**src/rtl/key_debounce_capture_if.sv**
```systemverilog
// Bundle of the debouncer's pin-side inputs and CPU-side outputs.
// The master drives the raw pins and clear/mask controls; the slave is the debouncer.
interface key_debounce_capture_if #(
    parameter int N = 4
);
    logic [N-1:0] din;
    logic         clr_en;
    logic [N-1:0] clr_mask;
    logic [N-1:0] irq_mask;
    logic [N-1:0] db_level;
    logic [N-1:0] press_tick;
    logic [N-1:0] rel_tick;
    logic [N-1:0] edge_cap;
    logic         irq;

    modport master (
        output din, clr_en, clr_mask, irq_mask,
        input  db_level, press_tick, rel_tick, edge_cap, irq
    );

    modport slave (
        input  din, clr_en, clr_mask, irq_mask,
        output db_level, press_tick, rel_tick, edge_cap, irq
    );
endinterface

```
**src/rtl/key_debounce_capture.sv**
```systemverilog
// Multi-channel key/switch debouncer with press/release ticks, sticky press
// capture and an interrupt line. One key_debounce_lane per input channel.

// One channel: 2-FF synchronizer, debounce FSM with a saturating-window counter,
// registered level/tick outputs and the sticky press-capture bit.
module key_debounce_lane #(
    parameter int CNT_W      = 20,
    parameter bit ACTIVE_LOW = 1'b1
) (
    input  logic clk,
    input  logic reset_n,
    input  logic din,
    input  logic clr,
    output logic db_level,
    output logic press_tick,
    output logic rel_tick,
    output logic edge_cap
);
    typedef enum logic [1:0] {ZERO, WAIT1, ONE, WAIT0} state_t;

    localparam logic [CNT_W-1:0] MAX = '1;

    logic             sync1, sync2, s;
    state_t           state, state_nxt;
    logic [CNT_W-1:0] cnt, cnt_nxt;
    logic             press_nxt, rel_nxt;

    // Two-stage synchronizer; resets to the raw idle level so no false press appears.
    always_ff @(posedge clk) begin
        if (!reset_n) begin
            sync1 <= ACTIVE_LOW;
            sync2 <= ACTIVE_LOW;
        end else begin
            sync1 <= din;
            sync2 <= sync1;
        end
    end

    // Normalise polarity so 1 always means pressed/on.
    assign s = sync2 ^ ACTIVE_LOW;

    // Next-state logic: the MAX compare comes before the increment, so cnt never wraps.
    always_comb begin
        state_nxt = state;
        cnt_nxt   = cnt;
        press_nxt = 1'b0;
        rel_nxt   = 1'b0;
        case (state)
            ZERO: begin
                if (s) begin
                    state_nxt = WAIT1;
                    cnt_nxt   = '0;
                end
            end
            WAIT1: begin
                if (!s) begin
                    state_nxt = ZERO;
                end else if (cnt == MAX) begin
                    state_nxt = ONE;
                    press_nxt = 1'b1;
                end else begin
                    cnt_nxt = cnt + 1'b1;
                end
            end
            ONE: begin
                if (!s) begin
                    state_nxt = WAIT0;
                    cnt_nxt   = '0;
                end
            end
            WAIT0: begin
                if (s) begin
                    state_nxt = ONE;
                end else if (cnt == MAX) begin
                    state_nxt = ZERO;
                    rel_nxt   = 1'b1;
                end else begin
                    cnt_nxt = cnt + 1'b1;
                end
            end
            default: state_nxt = ZERO;
        endcase
    end

    // State, counter and registered outputs; a press on the same edge as a clear wins.
    always_ff @(posedge clk) begin
        if (!reset_n) begin
            state      <= ZERO;
            cnt        <= '0;
            db_level   <= 1'b0;
            press_tick <= 1'b0;
            rel_tick   <= 1'b0;
            edge_cap   <= 1'b0;
        end else begin
            state      <= state_nxt;
            cnt        <= cnt_nxt;
            db_level   <= (state_nxt == ONE) || (state_nxt == WAIT0);
            press_tick <= press_nxt;
            rel_tick   <= rel_nxt;
            edge_cap   <= press_nxt | (edge_cap & ~clr);
        end
    end
endmodule

module key_debounce_capture #(
    parameter int N          = 4,
    parameter int CNT_W      = 20,
    parameter bit ACTIVE_LOW = 1'b1
) (
    input logic                  clk,
    input logic                  reset_n,
    key_debounce_capture_if.slave bus
);
    logic [N-1:0] db_level, press_tick, rel_tick, edge_cap, clr;

    assign clr = bus.clr_en ? bus.clr_mask : '0;

    // Channels are fully independent; one lane instance each.
    for (genvar i = 0; i < N; i++) begin : g_ch
        key_debounce_lane #(
            .CNT_W      (CNT_W),
            .ACTIVE_LOW (ACTIVE_LOW)
        ) u_lane (
            .clk        (clk),
            .reset_n    (reset_n),
            .din        (bus.din[i]),
            .clr        (clr[i]),
            .db_level   (db_level[i]),
            .press_tick (press_tick[i]),
            .rel_tick   (rel_tick[i]),
            .edge_cap   (edge_cap[i])
        );
    end

    assign bus.db_level   = db_level;
    assign bus.press_tick = press_tick;
    assign bus.rel_tick   = rel_tick;
    assign bus.edge_cap   = edge_cap;
    assign bus.irq        = |(edge_cap & bus.irq_mask);
endmodule

```
**src/flat_wrapper.sv**
```systemverilog
// flat-port wrapper written by rule: the top's interface ports become plain ports
module key_debounce_capture_flat 
#(
    parameter int N          = 4,
    parameter int CNT_W      = 20,
    parameter bit ACTIVE_LOW = 1'b1
)
  (clk, reset_n, bus_din, bus_clr_en, bus_clr_mask, bus_irq_mask, bus_db_level, bus_press_tick, bus_rel_tick, bus_edge_cap, bus_irq);
  key_debounce_capture_if #(.N(N)) bus_i ();
  input logic clk;
  input logic reset_n;
  input wire logic [$bits(bus_i.din)-1:0] bus_din;
  input wire logic [$bits(bus_i.clr_en)-1:0] bus_clr_en;
  input wire logic [$bits(bus_i.clr_mask)-1:0] bus_clr_mask;
  input wire logic [$bits(bus_i.irq_mask)-1:0] bus_irq_mask;
  output wire logic [$bits(bus_i.db_level)-1:0] bus_db_level;
  output wire logic [$bits(bus_i.press_tick)-1:0] bus_press_tick;
  output wire logic [$bits(bus_i.rel_tick)-1:0] bus_rel_tick;
  output wire logic [$bits(bus_i.edge_cap)-1:0] bus_edge_cap;
  output wire logic [$bits(bus_i.irq)-1:0] bus_irq;
  assign bus_i.din = bus_din;
  assign bus_i.clr_en = bus_clr_en;
  assign bus_i.clr_mask = bus_clr_mask;
  assign bus_i.irq_mask = bus_irq_mask;
  assign bus_db_level = bus_i.db_level;
  assign bus_press_tick = bus_i.press_tick;
  assign bus_rel_tick = bus_i.rel_tick;
  assign bus_edge_cap = bus_i.edge_cap;
  assign bus_irq = bus_i.irq;
  key_debounce_capture #(.N(N), .CNT_W(CNT_W), .ACTIVE_LOW(ACTIVE_LOW)) u_core (.clk(clk), .reset_n(reset_n), .bus(bus_i));
endmodule
```
**config.mk**
```make
export PLATFORM = sky130hd
export DESIGN_NAME = key_debounce_capture_flat
export DESIGN_NICKNAME = d
export VERILOG_FILES = /design/src/rtl/key_debounce_capture_if.sv /design/src/rtl/key_debounce_capture.sv /design/src/flat_wrapper.sv
export SDC_FILE = /design/constraint.sdc
export NUM_CORES = 1
export LEC_CHECK = 0
export CELL_PAD_IN_SITES_DETAIL_PLACEMENT = 0
export CELL_PAD_IN_SITES_GLOBAL_PLACEMENT = 1
export CORE_ASPECT_RATIO = 1.25
export CORE_MARGIN = 3
export CORE_UTILIZATION = 30
export DETAILED_ROUTE_END_ITERATION = 8
export HOLD_SLACK_MARGIN = 0.02
export PLACE_DENSITY_LB_ADDON = 0.1
export SYNTH_ARGS = -nofsm -noshare
export SYNTH_HDL_FRONTEND = slang
export SYNTH_SLANG_ARGS = --single-unit
```
**constraint.sdc**
```tcl
create_clock -name clk -period 2.2 [get_ports clk]
set_input_delay 0.22 -clock clk [delete_from_list [all_inputs] [get_ports clk]]
set_output_delay 0.22 -clock clk [all_outputs]
set_load 0.005 [all_outputs]
```
Word level (Yosys, flattened, before mapping)

Cells that the tools add are included.

Flip-flop bits (word level): 112
Word-level logic and storage cells: 171

Bitwise operators: 13
Multiplexer cells: 65
Reductions and logical operators: 17
Equal/unequal tests: 40
$add $sub $neg: 4

Operators with widths:

| operator              | count |
|---|---|
| $mux 20               | 20 |
| $pmux 20 s4           | 4 |
| $add 20x1->20 const B | 4 |
| $eq 20x20->1 const B  | 4 |
| $mux 2                | 24 |
| $eq 2x2->1 const B    | 16 |
| $ne 2x2->1 const B    | 16 |
| $pmux 2 s4            | 4 |
| $reduce_and 4->1      | 4 |
| $mux 1                | 12 |
| $reduce_and 3->1      | 4 |
| $eq 2x1->1 const B    | 4 |
| $logic_not 2->1       | 4 |
| $and 1x1->1           | 4 |
| $and 4x4->4           | 1 |
| $logic_or 1x1->1      | 4 |
| $mux 4                | 1 |
| $not 1->1             | 4 |
| $or 1x1->1            | 4 |
| $reduce_or 4->1       | 1 |

Logic depth before layout (Yosys ltp)

Gate-level depths: netlist of run 1.

Word-level depth: 6
Mapped depth: 7

By module

Synthesis of run 1 repeated with hierarchy kept, for this count alone.

Cells, all modules: 595
Area, all modules: 5241.3 um2

By module, submodules not included:

| module                                        | instances | sequential area each (um2) | area each (um2) | cells an instance |
|---|---|---|---|---|
| key_debounce_lane (u_core.g_ch[0].u_lane ...) | 3         | 540.5                      | 1303.8          | 148 |
| key_debounce_lane (u_core.g_ch[3].u_lane)     | 1         | 560.5                      | 1286.2          | 144 |
| key_debounce_capture                          | 1         | 0.0                        | 43.8            | 7 |

Worst setup path after synthesis of run 1

OpenSTA, ideal clock, no wires.

Kind: flip-flop to flip-flop
Start point: register u_core.g_ch[1].u_lane.cnt[6]
End point: register u_core.g_ch[1].u_lane.cnt[19]
Cell stages (with the launch flop): 6
Buffers on the path: 0
Slack: 226 ps
Data required time: 2129 ps
Arrival time: 1903 ps
Cells stage by stage: dfxtp_1 -> nand4_2 -> or3_4 -> or4_4 -> or3_1 -> a21oi_1

Longest elaborated chain between the ends: 4
Elaborated cells on any way between the ends: 6
Classes of those cells: add/sub: 1; eq/ne: 1; mux: 4

RTL lines:

| item                                          | line                                                   | text |
|---|---|---|
| start, declared                               | key_debounce_capture.sv:25                             | `logic [CNT_W-1:0] cnt, cnt_nxt;` |
| start signal, assigned                        | key_debounce_capture.sv:96                             | `cnt <= cnt_nxt;` |
| $add 20x1->20 or $eq 20x20->1 (tied branches) | -                                                      |  |
| $mux 20 (*)                                   | key_debounce_capture.sv:58, key_debounce_capture.sv:74 |  |
| $mux 20 (on tied branches)                    | key_debounce_capture.sv:72, key_debounce_capture.sv:56 |  |
| $pmux 20 s4 (*)                               | key_debounce_capture.sv:48                             | `case (state)` |

Mark *: on every way between the ends. The rest lies on a longest branch, timed or not. The select of a mux whose other input is x is not followed.
A chain may end at the register's enable or synchronous reset.

Worst setup path in the final report of run 1

Start point: register u_core.g_ch[1].u_lane.cnt[7]
End point: register u_core.g_ch[1].u_lane.cnt[19]

Same word-level chain as after synthesis.

==> impl_results.md, run 1 <==
- CP Max Fanout: 5
- Die Wd: 123 um
- Vias/cell: 5.00
- Largest net degree at the start of global routing: 19
- DRC Markers: 0
- Clock buffer depth: 2
- Clock Skews: 0.00601 ns
- Mapped Avg Cell Area: 8.50 um^2
- Die area: 0.0186 mm^2
- Placed cells: 852
- DP Wirelength: 8770 um
- Crit-path cells: nand4_2, or3_4, or4_4, or3_1, a21oi_1
- Worst reg2reg path startpoint: u_core.g_ch[1].u_lane.cnt[7]
- Postcts setup bufs: 0
- Hold wc startpoint: u_core.g_ch[2].u_lane.sync1
- Most frequent cells in the layout: dfxtp_1 (112), nor2_1 (82), nand2_1 (45)
- Synth cell types: 52
- CTS resizes: 0
- HP Class: flop to flop
- Status: complete, no violations
- WS Path Type: flop to flop
- CP Launch Type: flop
- Power density over the cells: 618 mW/mm^2
- Vias in the first global route: 4,190
- Seq/Total Area, Yosys: 0.439
- Initial Util: 0.310
- CTS tree: done
- GRT Total Usage: 0.136
- Global-route wire length before repair: 20,400 um
- Area Growth Syn to Fin: 19.9%
- Slew @ Worst Pin: 0.606 ns
- Setup Total Neg Slack: 0 ns
- Tmin final: 2.05 ns
- Synth Register Bits: 112
- Pleak: 1.98 nW
- GPL Wtd Cong: 0.786
- Clock network latency to the later pin of the worst-skew pair: 0.35 ns
- Post-DR wirelength/cell: 13.9 um
- Post-Syn Area: 0.00510 mm^2
- Number of antenna diodes: 0
- CTS Buf Count: 9
- R2R setup slack: 0.15 ns
- Final Max Tran Viols: 0
- Gr ovfl total: 0
- CTS Hold Bufs: 0
- Final setup vio count: 0
- RR Endpoint: u_core.g_ch[1].u_lane.cnt[19]
- DRC violation total after the first TritonRoute iteration: 185
- CP Capture Type: flop
- Hold depth: 1
- Required @ worst endpoint: 2.49 ns
- Maximum vdd drop: 0.291 mV
- CP max-delay cell: or4_4
- Commonest non-fill, non-tap cell in the layout: dfxtp_1
- Clk slew on worst S/H paths: 0.07 ns
- Worst setup margin: 0.151 ns
- Asr flop ratio synth: 0
- Worst Path Arrival: 2.34 ns
- Clock sinks: 112
- Port Buffer Count: 31
- Max Fclk: 488 MHz
- Chip Height: 152 um
- Share of cells above drive strength 1: 0.117
- Placed Instance Area: 0.00580 mm^2
- Length of the first detailed-routing pass in iterations: 4
- Yosys warns: 0
- I/O pin total: 32
- Period utilization: 0.931
- Fill cells: 1,694
- Vias: 4,343
- Core footprint: 0.0165 mm^2
- Fin area: 0.00612 mm^2
- Crit-path max cell delay: 0.56 ns
- Worst slack, placed: 0.0976 ns
- Total Wirelength: 12,000 um
- Max_cap viols: 0
- Slew headroom: 0.595
- Post-synth EDFFs: 0
- RSZ-0062 raised after global routing: no
- Initial antenna violation count: 0
- R2R depth: 5
- Final net count: 666
- Clk root buf: clkbuf_16
- Final hold violation count: 0
- Syn nets: 619
- Post-Syn Instances: 600
- Cell Rows: 52
- # H-tree levels: 3
- Final ANT Viol Nets: 0
- Worst Hold End: u_core.g_ch[2].u_lane.sync2
- Fin cells: 868
- Final Power: 3.78 mW
- Top_reg_cell synth: dfxtp_1
worst max-delay path by stage:
stage / startpoint / end / slack, ns / cells after the start
after floorplan: u_core.g_ch[1].u_lane.cnt[6] / u_core.g_ch[1].u_lane.cnt[19] / 0.23 / 5
after global placement: u_core.g_ch[0].u_lane.cnt[0] / u_core.g_ch[0].u_lane.cnt[9] / 0.12 / 6
after detailed placement: u_core.g_ch[0].u_lane.cnt[0] / u_core.g_ch[0].u_lane.db_level / 0.1 / 5
after CTS: u_core.g_ch[1].u_lane.cnt[0] / u_core.g_ch[1].u_lane.cnt[7] / 0.07 / 6
after global routing: u_core.g_ch[3].u_lane.cnt[5] / u_core.g_ch[3].u_lane.cnt[16] / 0.01 / 4
final: u_core.g_ch[1].u_lane.cnt[7] / u_core.g_ch[1].u_lane.cnt[19] / 0.15 / 5
cell type report:
cell class,instances,area [um^2],area share
Tap cell,216,270,0.0442
Sequential cell,112,2240,0.367
Multi-Input combinational cell,438,2640,0.432
Clock buffer,13,270,0.0442
Clock inverter,3,15.0,0.00245
Inverter,13,48.8,0.00798
Timing Repair Buffer,73,626,0.102
flip-flops by register name, summed over array words and instances, names as in the netlist:
signal	count
u_core.g_ch.u_lane.cnt	80
u_core.g_ch.u_lane.state	8
u_core.g_ch.u_lane.db_level	4
u_core.g_ch.u_lane.edge_cap	4
u_core.g_ch.u_lane.press_tick	4
u_core.g_ch.u_lane.rel_tick	4
u_core.g_ch.u_lane.sync1	4
u_core.g_ch.u_lane.sync2	4
kinds of logic (layout without fill, tap and decap cells):
kind of cell / Yosys count / after routing / share of synthesized area
buffers and inverters: 50 / 102 / 0.0486
and+or+nand+nor: 276 / 276 / 0.278
DFF: 112 / 112 / 0.439
AOI/OAI and AO/OA: 96 / 96 / 0.117
adders and majority gates: 4 / 4 / 0.00981
muxes: 3 / 3 / 0.00589
xor gates and xnor gates: 59 / 59 / 0.101
cell usage after synthesis (13+ instances only):
library cell	number	area, um^2
buf_4	16	120
o21ai_0	15	75.1
clkbuf_1	19	71.3
nor4_1	20	125
nand3_1	33	165
dfxtp_1	112	2240
inv_1	13	48.8
xnor2_1	39	342
nor3_1	14	70.1
a21oi_1	33	165
nand4_1	21	131
xor2_1	20	175
nor2_1	82	308
nand2_1	45	169
critical path, delay by kind of cell (launching register included):
| kind | cells | cell delay, ns |
|---|---|---|
| flops | 1 | 0.40 |
| compound gates | 1 | 0.14 |
| simple gates | 4 | 1.44 |
power by group:
group	internal, mW	switching (mW)
clock	0.858	0.747
combinational	0.0573	0.0744
sequential	2.04	0.00961
routing by layer:
metal,routed length (um),track usage,up-vias
li1,-,-,2225
met1,5530,0.172,2041
met2,5910,0.226,63
met3,335,0.0212,14
met4,256,0.0614,0
met5,0,0,-
per-stage QoR:
step | hold slack (ns) | util
final | 0.413 | 0.372
after global routing | 0.429 | 0.372
after CTS | 0.412 | 0.370
after detailed placement | 0.395 | 0.352
after global placement | 0.399 | 0.352
after floorplan | 0.321 | -
No activity file was read; power rests on OpenSTA's default activity.
==> inputs of run 2 (changes only) <==
--- a/config.mk
+++ b/config.mk
@@ -5,10 +5,10 @@
 export SDC_FILE = /design/constraint.sdc
 export NUM_CORES = 1
 export LEC_CHECK = 0
-export CELL_PAD_IN_SITES_DETAIL_PLACEMENT = 0
+export CELL_PAD_IN_SITES_DETAIL_PLACEMENT = 1
 export CELL_PAD_IN_SITES_GLOBAL_PLACEMENT = 1
 export CORE_ASPECT_RATIO = 1.25
-export CORE_MARGIN = 3
+export CORE_MARGIN = 5
 export CORE_UTILIZATION = 30
 export DETAILED_ROUTE_END_ITERATION = 8
 export HOLD_SLACK_MARGIN = 0.02
==> constraint.sdc (replaced) <==
create_clock -name clk -period 2.3 [get_ports clk]
set_input_delay 0.23 -clock clk [delete_from_list [all_inputs] [get_ports clk]]
set_output_delay 0.23 -clock clk [all_outputs]
set_load 0.005 [all_outputs]
==> impl_results.md, run 2 (synthesis gave the netlist of run 1 again) <==
- Port Buffer Count: 31
- Postcts setup bufs: 0
- Tmin final: 2.12 ns
- DP Wirelength: 9600 um
- Footprint of the multi-input gates: 0.00262 mm^2
- Clock network latency to the later pin of the worst-skew pair: 0.35 ns
- Gr ovfl total: 0
- Gr busiest metal: met2
- DRC violation total after the first TritonRoute iteration: 104
- HP Class: flop to flop
- CP max-delay cell: or4_1
- Length of the first detailed-routing pass in iterations: 4
- Fin area: 0.00601 mm^2
- Hold wc startpoint: u_core.g_ch[0].u_lane.sync1
- Crit-path cells: ha_1, inv_1, or4_1, buf_4, o21ai_1, o21ai_0, a21oi_1
- RSZ-0062 raised after global routing: no
- WS Path Type: flop to flop
- Initial antenna violation count: 1
- Initial Util: 0.304
- Period utilization: 0.923
- CTS Buf Count: 9
- Status: complete, no violations
- Area Growth Syn to Fin: 17.7%
- Vias: 4,338
- Cell Rows: 53
- GPL Wtd Cong: 0.768
- Commonest non-fill, non-tap cell in the layout: dfxtp_1
- Critical Path Source: u_core.g_ch[2].u_lane.cnt[0]
- Placed cells: 849
- Most frequent cells in the layout: dfxtp_1 (112), nor2_1 (82), nand2_1 (45)
- DRC Markers: 0
- Fill cells: 1,969
- I/O pin total: 32
- Die Wd: 127 um
- Fin cells: 861
- Final Max Tran Viols: 0
- Number of antenna diodes: 0
- M1 GR Usage: 0.164
- Final hold violation count: 0
- # H-tree levels: 3
- Met3 Resource Use GR: 0.0223
- CTS Hold Bufs: 0
- Maximum vdd drop: 0.282 mV
- Largest net degree at the start of global routing: 20
- Fin Hold WS: 0.412 ns
- Post-DR wirelength/cell: 14.8 um
- Most flops, register: u_core.g_ch.u_lane.cnt
- Global-route wire length before repair: 22,500 um
- Placed Instance Area: 0.00575 mm^2
- Clk root buf: clkbuf_16
- CP Capture Type: flop
- Required @ worst endpoint: 2.58 ns
- Max_cap viols: 0
- Vias/cell: 5.04
- GRT Total Usage: 0.138
- Worst slack, placed: 0.126 ns
- Final net count: 659
- CTS tree: done
- Clock Skews: 0.00719 ns
- M2 GR Usage: 0.243
- CP Buf/Inv Count: 2
- Share of cells above drive strength 1: 0.0952
- Final ANT Viol Nets: 0
- Max Fclk: 471 MHz
- Core footprint: 0.0168 mm^2
- Crit-path max cell delay: 0.54 ns
- Critical path depth: 7
- Slew @ Worst Pin: 0.617 ns
- Clock buffer depth: 2
- Sequential Area: 0.00224 mm^2
- Chip Height: 156 um
- Worst Path Arrival: 2.40 ns
- Final Power: 3.51 mW
- Power density over the cells: 585 mW/mm^2
- Die area: 0.0197 mm^2
- Pleak: 1.90 nW
- Clk slew on worst S/H paths: 0.07 ns
- Worst reg2reg path startpoint: u_core.g_ch[2].u_lane.cnt[0]
- Kind of cell adding the most delay to the critical path: compound AO/OA/AOI/OAI gates
- Slew headroom: 0.586
- CP Max Fanout: 10
- Vias in the first global route: 4,689
- Final setup vio count: 0
- CP Launch Type: flop
- Final Util: 0.358
- Top flop regs: u_core.g_ch.u_lane.cnt (80), u_core.g_ch.u_lane.state (8)
- Setup Total Neg Slack: 0 ns
- Total Wirelength: 12,800 um
- R2R depth: 7
- Max reg flops: 80
- Clock sinks: 112
- Worst setup margin: 0.177 ns
- Hold depth: 1
-- run 2: changes by cell type in the layout (fill, tap and decap cells not counted) --
cell / previous run / this run
nor4b_2: 1 / 0
buf_4: 42 / 35
nor4b_1: 2 / 3
clkinvlp_4: 0 / 1
clkinv_2: 3 / 0
nor4_4: 1 / 0
or4_4: 3 / 1
or4_1: 8 / 10
o21ai_2: 1 / 0
clkbuf_8: 3 / 1
o21ai_0: 15 / 14
nor4_2: 0 / 1
o21ai_1: 4 / 6
-- run 2: area by class of cell --
| class | instances | share of cell area |
|---|---|---|
| Clock buffer | 11 | 0.0404 |
| Clock inverter | 1 | 0.00125 |
| Inverter | 13 | 0.00812 |
| Multi-Input combinational cell | 438 | 0.436 |
| Sequential cell | 112 | 0.373 |
| Tap cell | 220 | 0.0458 |
| Timing Repair Buffer | 66 | 0.0954 |
-- run 2: power by group --
part / internal [mW] / switching [mW] / total [mW]
clock: 0.742 / 0.690 / 1.43
combinational: 0.0524 / 0.0681 / 0.120
sequential: 1.95 / 0.0107 / 1.96
total: 2.74 / 0.769 / 3.51
-- run 2: path summary, 6_finish.rpt --
| kind | endpoint | slack, ns |
|---|---|---|
| setup / recovery | u_core.g_ch[2].u_lane.cnt[15] | 0.18 |
| hold / removal | u_core.g_ch[0].u_lane.sync2 | 0.41 |
| setup reg to reg | u_core.g_ch[2].u_lane.cnt[15] | 0.18 |
| hold reg to reg | u_core.g_ch[0].u_lane.sync2 | 0.41 |
-- run 2: timing repair --
action / in CTS / in global routing
endpoints found under the setup margin: 0 / 4
hold endpoints to repair: 0 / 0
gates resized for setup: 0 / 2
-- run 2: metal layers --
| metal | share of wire | vias to the layer above |
|---|---|---|
| met2 | 0.50 | 41 |
| met5 | 0.0010 | - |
| met1 | 0.46 | 2071 |
| met4 | 0.022 | 2 |
| li1 | - | 2207 |
| met3 | 0.022 | 17 |
